`src/rtl/inv_arb_pkg.sv`:
```
// ----------------------------------------------------------------------------
// inv_arb_pkg
//   Shared types and constants for the inverter arbiter slice.
//   - state_e    : arbiter FSM state encoding (IDLE/EXEC/RESP)
//   - NREQ_DEF   : default number of requesters
//   - WIDTH_DEF  : default operand/result width
//   - OP_COUNT_W : width of the completed-operation counter
// ----------------------------------------------------------------------------
package inv_arb_pkg;

   typedef enum logic [1:0] {
      ST_IDLE = 2'd0,
      ST_EXEC = 2'd1,
      ST_RESP = 2'd2
   } state_e;

   localparam int unsigned NREQ_DEF   = 4;
   localparam int unsigned WIDTH_DEF  = 8;
   localparam int unsigned OP_COUNT_W = 16;

endpackage : inv_arb_pkg

```
`src/rtl/inv_arbiter_rr_pick.sv`:
```
// ----------------------------------------------------------------------------
// rr_pick
//   Combinational round-robin selector. Searches upward from ptr, wrapping at
//   NREQ, and returns the first asserted request.
//   Ports:
//     req     in  NREQ   request vector
//     ptr     in  IDXW   search start index (0..NREQ-1)
//     grant   out NREQ   one-hot grant (all-zero when no request)
//     idx     out IDXW   index of the granted request
//     any_req out 1      at least one request asserted
// ----------------------------------------------------------------------------
module rr_pick #(
   parameter int unsigned NREQ = 4,
   parameter int unsigned IDXW = (NREQ > 1) ? $clog2(NREQ) : 1
) (
   input  logic [NREQ-1:0] req,
   input  logic [IDXW-1:0] ptr,
   output logic [NREQ-1:0] grant,
   output logic [IDXW-1:0] idx,
   output logic            any_req
);

   always_comb begin
      int unsigned c;
      grant   = '0;
      idx     = '0;
      any_req = 1'b0;
      c       = 0;
      for (int unsigned i = 0; i < NREQ; i++) begin
         // candidate index = (ptr + i) mod NREQ; first hit wins
         c = 32'(ptr) + i;
         if (c >= NREQ) c = c - NREQ;
         if (!any_req && req[c]) begin
            any_req = 1'b1;
            idx     = IDXW'(c);
         end
      end
      if (any_req) grant = NREQ'(1) << idx;
   end

endmodule : rr_pick

```
`src/rtl/inv_arbiter.sv`:
```
// ----------------------------------------------------------------------------
// inv_arbiter
//   Shares one external combinational inverter among NREQ requesters.
//   IDLE picks a requester round-robin and captures its operand, EXEC captures
//   the inverter result, RESP presents it until the granted requester accepts.
//   Optional feature macro: INV_ARB_LOCK_EN -- when defined, a requester that
//   holds req_lock high at its response handshake keeps the round-robin
//   pointer, so it wins the next arbitration if still valid.
//   Ports:
//     clk        in   clock (rising edge)
//     rst_n      in   asynchronous active-low reset
//     req_valid  in   NREQ        per-requester operand valid
//     req_data   in   NREQ*WIDTH  packed operands, slice i = [i*WIDTH +: WIDTH]
//     req_lock   in   NREQ        per-requester burst lock
//     req_ready  out  NREQ        one-hot operand accept strobe
//     resp_valid out  NREQ        one-hot result valid
//     resp_data  out  WIDTH       shared result bus
//     resp_ready in   NREQ        per-requester result accept
//     dp_a       out  WIDTH       operand to the external inverter
//     dp_y       in   WIDTH       inverter result
//     busy       out  1           FSM not in IDLE
//     op_count   out  16          saturating completed-operation counter
// ----------------------------------------------------------------------------
module inv_arbiter
   import inv_arb_pkg::*;
#(
   parameter int unsigned NREQ  = NREQ_DEF,
   parameter int unsigned WIDTH = WIDTH_DEF
) (
   input  logic                    clk,
   input  logic                    rst_n,
   input  logic [NREQ-1:0]         req_valid,
   input  logic [NREQ*WIDTH-1:0]   req_data,
   input  logic [NREQ-1:0]         req_lock,
   output logic [NREQ-1:0]         req_ready,
   output logic [NREQ-1:0]         resp_valid,
   output logic [WIDTH-1:0]        resp_data,
   input  logic [NREQ-1:0]         resp_ready,
   output logic [WIDTH-1:0]        dp_a,
   input  logic [WIDTH-1:0]        dp_y,
   output logic                    busy,
   output logic [OP_COUNT_W-1:0]   op_count
);

   localparam int unsigned IDXW = $clog2(NREQ);

   state_e                  state_q, state_d;
   logic [IDXW-1:0]         ptr_q, ptr_d;
   logic [IDXW-1:0]         g_q, g_d;
   logic [WIDTH-1:0]        op_q, op_d;
   logic [WIDTH-1:0]        res_q, res_d;
   logic [OP_COUNT_W-1:0]   cnt_q, cnt_d;

   logic [NREQ-1:0]         pick_grant;
   logic [IDXW-1:0]         pick_idx;
   logic                    pick_any;
   logic                    resp_hs;
   logic [IDXW-1:0]         ptr_next;

`ifndef INV_ARB_LOCK_EN
   logic unused_lock;
   assign unused_lock = ^req_lock;
`endif

   rr_pick #(
      .NREQ (NREQ),
      .IDXW (IDXW)
   ) u_pick (
      .req     (req_valid),
      .ptr     (ptr_q),
      .grant   (pick_grant),
      .idx     (pick_idx),
      .any_req (pick_any)
   );

   assign resp_hs  = (state_q == ST_RESP) && resp_ready[g_q];
   assign ptr_next = (g_q == IDXW'(NREQ - 1)) ? '0 : g_q + 1'b1;

   always_comb begin
      state_d = state_q;
      ptr_d   = ptr_q;
      g_d     = g_q;
      op_d    = op_q;
      res_d   = res_q;
      cnt_d   = cnt_q;
      unique case (state_q)
         ST_IDLE: begin
            if (pick_any) begin
               g_d     = pick_idx;
               op_d    = req_data[32'(pick_idx) * WIDTH +: WIDTH];
               state_d = ST_EXEC;
            end
         end
         ST_EXEC: begin
            res_d   = dp_y;
            state_d = ST_RESP;
         end
         ST_RESP: begin
            if (resp_hs) begin
`ifdef INV_ARB_LOCK_EN
               ptr_d = req_lock[g_q] ? g_q : ptr_next;
`else
               ptr_d = ptr_next;
`endif
               if (cnt_q != '1) cnt_d = cnt_q + 1'b1;
               state_d = ST_IDLE;
            end
         end
         default: state_d = ST_IDLE;
      endcase
   end

   always_ff @(posedge clk or negedge rst_n) begin
      if (!rst_n) begin
         state_q <= ST_IDLE;
         ptr_q   <= '0;
         g_q     <= '0;
         op_q    <= '0;
         res_q   <= '0;
         cnt_q   <= '0;
      end else begin
         state_q <= state_d;
         ptr_q   <= ptr_d;
         g_q     <= g_d;
         op_q    <= op_d;
         res_q   <= res_d;
         cnt_q   <= cnt_d;
      end
   end

   // rst_n gates the combinational strobe so nothing is accepted during reset
   assign req_ready  = (rst_n && state_q == ST_IDLE) ? pick_grant : '0;
   assign resp_valid = (state_q == ST_RESP) ? (NREQ'(1) << g_q) : '0;
   assign resp_data  = res_q;
   assign dp_a       = op_q;
   assign busy       = (state_q != ST_IDLE);
   assign op_count   = cnt_q;

endmodule : inv_arbiter

```
`config.mk`:
```
export PLATFORM = sky130hd
export DESIGN_NAME = inv_arbiter
export DESIGN_NICKNAME = d
export VERILOG_FILES = /design/src/rtl/inv_arb_pkg.sv /design/src/rtl/inv_arbiter_rr_pick.sv /design/src/rtl/inv_arbiter.sv
export SDC_FILE = /design/constraint.sdc
export NUM_CORES = 1
export LEC_CHECK = 0
export ABC_CLOCK_PERIOD_IN_PS = 2050
export BUFFER_PORTS_ARGS = -buffer_cell sky130_fd_sc_hd__buf_4
export CAP_MARGIN = 20
export CORE_UTILIZATION = 48
export CTS_BUF_LIST = sky130_fd_sc_hd__clkbuf_4 sky130_fd_sc_hd__clkbuf_8
export CTS_CLUSTER_DIAMETER = 80
export DETAILED_ROUTE_END_ITERATION = 10
export HOLD_SLACK_MARGIN = 0.15
export PLACE_DENSITY = 0.82
export SLEW_MARGIN = 20
export SYNTH_ARGS = -nofsm -noshare
export SYNTH_HDL_FRONTEND = slang
export SYNTH_SLANG_ARGS = --single-unit
```
`constraint.sdc`:
```
create_clock -name clk -period 2.05 [get_ports clk]
set_input_delay 0.205 -clock clk [delete_from_list [all_inputs] [get_ports clk]]
set_output_delay 0.205 -clock clk [all_outputs]
set_load 0.01 [all_outputs]
```
==> out/qor.txt, run 1 <==
Number of nets at the end of the flow -> 352
Die Ht -> 67.3 microns
Setup repair after global routing missed its margin -> false
Area Growth Syn to Fin -> 47.0%
Worst setup skew after layout -> 0.00513 ns
Leakage power -> 1.46 nW
Sink Count -> 38
Initial antenna violation count -> 0
Async set or reset register ratio after synthesis -> 1.00
Crit start category -> register
Power per standard cell area -> 1170 mW/mm^2
Number of endpoints failing setup at the final stage -> 0
DPL Wire Length -> 3.80 mm
Number of max-slew violations in the final report -> 0
Largest area contributor in the netlist -> sky130_fd_sc_hd__dfrtp_1
Share of the synthesized area in the top cell type -> 0.465
Final non-filler cell area -> 0.00301 sq mm
Number of global-route vias before repair -> 1903
Clk network pwr share -> 0.179
Source-to-sink clock delay at the later pin of the worst-skew pair -> 0.30 ns
Synthesized area per cell -> 10.9 sq um
TritonRoute pass-1 iters -> 4
Total overflow reported by the global router -> 0
Number of H-tree levels -> 2
Setup Total Neg Slack -> 0 ns
Proportion of power drawn by combinational gates -> 0.471
Initial core utilization -> 0.504
Buffers from clock root to sink, at most -> 2
Ranking of synthesized cells by area -> sky130_fd_sc_hd__dfrtp_1, sky130_fd_sc_hd__mux2_2, sky130_fd_sc_hd__xnor2_1
Placeable core region -> 0.00406 sq mm
Power share of the sequential group -> 0.350
Area of the die -> 0.00453 sq mm
Number of hold violations in the final report -> 0
Most instantiated library cell after synthesis -> sky130_fd_sc_hd__dfrtp_1
Least setup slack across all paths after layout -> 0.121 ns
Antenna diode instance count -> 0
Overall Global Routing Usage -> 0.243
First-pass GRT wire length -> 8.06 mm
Number of synthesized flops with an enable pin -> 0
Floorplan die width -> 67.3 microns
Vias -> 1832
Endpoint of the worst register-to-register path -> op_count[14]$_DFFE_PN0P_
Clock transition time at the flip-flop clock pins of the worst setup and hold paths -> 0.07 ns
Largest net degree at the start of global routing -> 39
Share of the clock period used by the worst path -> 0.941
Post-DRT Antenna Nets -> 0
Worst hold path stage count -> 2
Worst-path maximum fanout -> 5
Path category of the worst min-delay check -> in -> reg
Number of maximum-capacitance violations -> 0
DRC violations left -> 0
Sequential element share of the synthesized area -> 0.465
Most used DFF post-synth -> sky130_fd_sc_hd__dfrtp_1
Gp weighted congestion -> 0.795
Drt initial violations -> 92
Worst setup slack before clock tree synthesis -> 0.297 ns
Net switching power -> 1.28 mW
Length in cells of the worst reg-to-reg path -> 5
TritonCTS clock tree -> done
Routed wire length -> 5.15 mm
Number of top-level design ports -> 95
Int Power -> 2.23 mW
Post-route core utilization -> 0.741
Max Freq -> 0.518 GHz
Switching share of power -> 0.365
Top post-synthesis cells by count -> sky130_fd_sc_hd__dfrtp_1, sky130_fd_sc_hd__and2_1, sky130_fd_sc_hd__xnor2_1
Cell count after synthesis -> 187
Average routed wire per standard cell -> 15.0 microns
Worst setup path class -> reg -> out
Kind of capture point of the worst setup path -> primary output
Hold worst-path end -> resp_data[1]$_DFFE_PN0N_
Tightest hold margin -> 0.153 ns
Actual slew at the worst max-slew pin -> 0.703 ns
Post-DP Area -> 0.00280 sq mm
Slew Limit Headroom -> 0.527
Post-synthesis cell type count -> 39
Post-synth design cell area -> 0.00205 sq mm
Clock period minus final worst setup slack -> 1.93 ns
Maximum resistive drop on vdd -> 0.576 mV
Yosys warnings -> 0
Required time of the critical path -> 1.85 ns
Hold path start -> dp_y[1]
Detail-routed via count per cell -> 5.33
Ratio of cells with drive above 1 in the final layout -> 0.425
Crit path arrival time -> 1.72 ns
Placement row count -> 23
Post-synth net total -> 246
Root buffer selected by CTS -> sky130_fd_sc_hd__clkbuf_8
Slack of the worst reg-to-reg path -> 0.29 ns
Crit Reg-Reg Startpoint -> g_q[0]$_DFFE_PN0P_
Result of the run -> finished, final reports clean
Count of buffers from port buffering -> 90
Flop and latch count out of synthesis -> 38
Number of clock buffers inserted by TritonCTS -> 5
area by class of cell:
cell class	instances	area [sq um]
Sequential cell	38	951
Inverter	5	18.8
Clock buffer	5	68.8
Tap cell	50	62.6
Fill cell	317	1050
Multi-Input combinational cell	139	1060
Timing Repair Buffer	104	801
Clock inverter	3	40.0
logic make-up (layout without fill, tap and decap cells):
group                    after synthesis  after routing  synth area share
multiplexers                          20             20             0.110
AO/OA/AOI/OAI                         26             26             0.108
AND/OR/NAND/NOR                       73             73             0.200
buffers and inverters                 10            117            0.0226
flip-flops                            38             38             0.465
adder cells (fa/ha/maj)                5              5            0.0306
XOR/XNOR                              15             15            0.0642
critical path, stage by stage (launching register included):
cell and delay (ns):
sky130_fd_sc_hd__dfrtp_1 0.39, sky130_fd_sc_hd__or2_2 0.36, sky130_fd_sc_hd__nor2_2 0.20, sky130_fd_sc_hd__nand2_1 0.13
sky130_fd_sc_hd__nor3_1 0.19, sky130_fd_sc_hd__buf_4 0.16
power by group through the flow:
stage          clock [mW]  sequential, mW  combinational, mW
5_1_grt             0.675            1.27               1.83
3_3_place_gp            0            1.22               1.59
6_report            0.630            1.23               1.66
4_1_cts             0.638            1.23               1.66
3_5_place_dp            0            1.24               1.64
2_1_floorplan           0            1.30              0.861
cells in the final DEF, fill, tap and decap left out, drive strengths merged, types with 5 or more instances in the layout:
| master | instances |
|---|---|
| nand3 | 7 |
| dlygate4sd3 | 8 |
| nand2 | 12 |
| mux2i | 9 |
| and2 | 15 |
| and3 | 5 |
| ha | 5 |
| a221oi | 8 |
| buf | 96 |
| a211oi | 8 |
| inv | 5 |
| nor2 | 11 |
| nand4 | 6 |
| clkbuf | 5 |
| xnor2 | 12 |
| dfrtp | 38 |
| mux2 | 10 |
| nor3 | 7 |
what timing repair did:
action	CTS	global route
setup endpoints to repair	0	4
hold buffers	8	0
endpoints found under the hold margin	45	0
buffers inserted	0	0
gates resized for setup	0	4
worst max path at each step:
stage                                 startpoint                        to  slack (ns)  cells after the start
after CTS                   ptr_q[1]$_DFFE_PN0P_              req_ready[1]        0.03                      6
after global placement        g_q[0]$_DFFE_PN0P_   op_count[9]$_DFFE_PN0P_        0.34                      5
after global routing      state_q[1]$_DFFE_PN0P_              req_ready[1]        0.01                      5
after detailed placement      g_q[0]$_DFFE_PN0P_  op_count[14]$_DFFE_PN0P_        0.30                      5
final                     state_q[1]$_DFFE_PN0P_              req_ready[1]        0.12                      5
after floorplan           state_q[1]$_DFFE_PN0P_              req_ready[0]        0.41                      5
state kept, by name, summed over array words and instances, names as in the netlist:
| signal | count |
|---|---|
| ptr_q | 2 |
| state_q | 2 |
| op_count | 16 |
| dp_a | 8 |
| resp_data | 8 |
| g_q | 2 |
routing by layer:
layer / track usage / routed length, microns
met5: 0 / 0
met1: 0.265 / 2070
met2: 0.436 / 2650
met4: 0.106 / 119
met3: 0.0676 / 310
per-stage QoR:
step                cells  power, mW
CTS                   344       3.52
global placement      328       2.81
finish                344       3.51
global route          344       3.78
floorplan             187       2.16
detailed placement    328       2.87
(Power assumes the default switching activity.)
==> inputs of run 2 (changes only) <==
--- a/config.mk
+++ b/config.mk
@@ -6,14 +6,15 @@
 export NUM_CORES = 1
 export LEC_CHECK = 0
 export ABC_CLOCK_PERIOD_IN_PS = 2050
-export BUFFER_PORTS_ARGS = -buffer_cell sky130_fd_sc_hd__buf_4
 export CAP_MARGIN = 20
-export CORE_UTILIZATION = 48
+export CORE_UTILIZATION = 53
 export CTS_BUF_LIST = sky130_fd_sc_hd__clkbuf_4 sky130_fd_sc_hd__clkbuf_8
 export CTS_CLUSTER_DIAMETER = 80
 export DETAILED_ROUTE_END_ITERATION = 10
+export DONT_BUFFER_PORTS = 1
 export HOLD_SLACK_MARGIN = 0.15
-export PLACE_DENSITY = 0.82
+export MAX_ROUTING_LAYER = met4
+export PLACE_DENSITY = 0.68
 export SLEW_MARGIN = 20
 export SYNTH_ARGS = -nofsm -noshare
 export SYNTH_HDL_FRONTEND = slang
==> out/qor.txt, run 2 (same netlist as run 1, synthesis figures left out) <==
Max Freq -> 0.532 GHz
Setup repair after global routing missed its margin -> false
Overall Global Routing Usage -> 0.237
Number of maximum-capacitance violations -> 0
Slew Limit Headroom -> 0.397
Gp weighted congestion -> 0.800
Length in cells of the worst reg-to-reg path -> 5
DRC violations left -> 0
Routed wire length -> 4.44 mm
Worst hold path stage count -> 2
Ratio of cells with drive above 1 in the final layout -> 0.183
Most frequent cells in the layout -> sky130_fd_sc_hd__dfrtp_1, sky130_fd_sc_hd__and2_1, sky130_fd_sc_hd__xnor2_1
Initial core utilization -> 0.555
CP max stage cell -> sky130_fd_sc_hd__dfrtp_1
Worst-path maximum fanout -> 5
TritonCTS clock tree -> done
Largest register FFs -> 16
Result of the run -> finished, final reports clean
Total overflow reported by the global router -> 0
Drt initial violations -> 81
Area of the die -> 0.00411 sq mm
Crit start category -> register
Layout fillers -> 286
Worst setup path class -> reg -> out
Ordered cell list for the critical path -> or2_2 > nor2_4 > nand2_1 > nor3_1 > buf_4
Buffers from clock root to sink, at most -> 2
Number of nets at the end of the flow -> 266
Count of buffers from port buffering -> 0
Path length in cells of the critical path -> 5
Die Ht -> 64.1 microns
Number of global-route vias before repair -> 1483
Actual slew at the worst max-slew pin -> 0.896 ns
Power share of the sequential group -> 0.449
Floorplan die width -> 64.1 microns
Share of the clock period used by the worst path -> 0.917
Int Power -> 1.83 mW
Placement row count -> 22
Net switching power -> 1.18 mW
Number of endpoints failing setup at the final stage -> 0
Worst setup skew after layout -> 0.00836 ns
Clock period minus final worst setup slack -> 1.88 ns
Critical path buffers and inverters -> 1
Vias -> 1506
Maximum resistive drop on vdd -> 0.635 mV
TritonRoute pass-1 iters -> 4
Total chip power -> 3.01 mW
Number of H-tree levels -> 2
Clk network pwr share -> 0.179
Number of max-slew violations in the final report -> 0
Number of clock buffers inserted by TritonCTS -> 5
Placeable core region -> 0.00369 sq mm
Largest net degree at the start of global routing -> 39
Kind of capture point of the worst setup path -> primary output
Non-filler cells, final -> 256
Root buffer selected by CTS -> sky130_fd_sc_hd__clkbuf_8
Source-to-sink clock delay at the later pin of the worst-skew pair -> 0.29 ns
Tightest hold margin -> 0.162 ns
DPL Wire Length -> 3.17 mm
Power per standard cell area -> 1270 mW/mm^2
First-pass GRT wire length -> 7.16 mm
Most common cell after layout, fill and taps aside -> sky130_fd_sc_hd__dfrtp_1
Sink Count -> 38
Area of the multi-input gates -> 0.00107 sq mm
Switching share of power -> 0.392
Path category of the worst min-delay check -> in -> reg
Number of placed instances, taps included -> 237
Detail-routed via count per cell -> 5.88
Clock transition time at the flip-flop clock pins of the worst setup and hold paths -> 0.07 ns
Proportion of power drawn by combinational gates -> 0.373
Number of hold violations in the final report -> 0
Cell family with the largest share of critical-path delay -> simple AND/OR/NAND/NOR gates
Critical path's largest stage delay -> 0.39 ns
Setup Total Neg Slack -> 0 ns
Average routed wire per standard cell -> 17.3 microns
Leakage power -> 1.03 nW
Crit path arrival time -> 1.67 ns
Area Growth Syn to Fin -> 15.7%
Storage element area -> 951 sq um
Required time of the critical path -> 1.85 ns
Number of top-level design ports -> 95
Initial antenna violation count -> 0
Antenna diode instance count -> 0
Post-DRT Antenna Nets -> 0
==> run 2: per-stage QoR <==
step | utilization | worst slack [ns] | area (sq um)
after global placement | 0.578 | 0.257 | 2130
after detailed placement | 0.578 | 0.165 | 2130
after CTS | 0.635 | 0.0271 | 2340
after global routing | 0.642 | 0.0213 | 2370
final | 0.642 | 0.170 | 2370
after floorplan | - | 0.413 | 2050
==> run 2: final timing paths <==
path                       slack, ns                     from                  endpoint
setup / recovery                0.17   state_q[1]$_DFFE_PN0P_              req_ready[3]
max in group asynchronous       1.47                    rst_n  resp_data[7]$_DFFE_PN0N_
setup reg to reg                0.28       g_q[0]$_DFFE_PN0P_   op_count[9]$_DFFE_PN0P_
hold / removal                  0.16             req_data[28]       dp_a[4]$_DFFE_PN0P_
hold reg to reg                 0.56  op_count[5]$_DFFE_PN0P_   op_count[5]$_DFFE_PN0P_
min in group asynchronous       0.39                    rst_n  resp_data[0]$_DFFE_PN0N_
==> run 2: layout make-up <==
| cell class | instances | area share |
|---|---|---|
| multi-input combinational | 139 | 0.453 |
| sequential | 38 | 0.402 |
| timing repair buffer | 18 | 0.0719 |
| clock buffer | 7 | 0.0381 |
| tap | 48 | 0.0254 |
| inverter | 5 | 0.00793 |
| clock inverter | 1 | 0.00211 |
==> run 2: routing by layer <==
layer	track usage	wire length (microns)
met4	0.0861	66
met5	-	0
met1	0.298	1910
met3	0.0768	340
met2	0.359	2120
==> run 2: worst reg2reg max path, stage by stage (launching register included) <==
cell and delay (ns):
sky130_fd_sc_hd__dfrtp_1 0.46, sky130_fd_sc_hd__mux4_2 0.41, sky130_fd_sc_hd__nand2_4 0.10, sky130_fd_sc_hd__a311oi_4 0.37
sky130_fd_sc_hd__nand4_1 0.16, sky130_fd_sc_hd__xnor2_1 0.15
==> run 2: power groups by stage <==
stage | Clock, mW | Sequential (mW) | Combinational, mW
after floorplan | 0 | 1.30 | 0.861
after global placement | 0 | 1.35 | 1.00
after detailed placement | 0 | 1.37 | 1.05
after CTS | 0.546 | 1.35 | 1.09
after global routing | 0.580 | 1.39 | 1.26
final | 0.538 | 1.35 | 1.12
==> run 2: repair_timing <==
| action | 4_1_cts | 5_1_grt |
|---|---|---|
| gates resized for setup | 1 | 4 |
| hold buffers | 10 | 0 |
| endpoints found under the setup margin | 2 | 4 |
| hold endpoints to repair | 46 | 0 |
| pin swaps | 0 | 1 |
| buffers inserted | 0 | 1 |
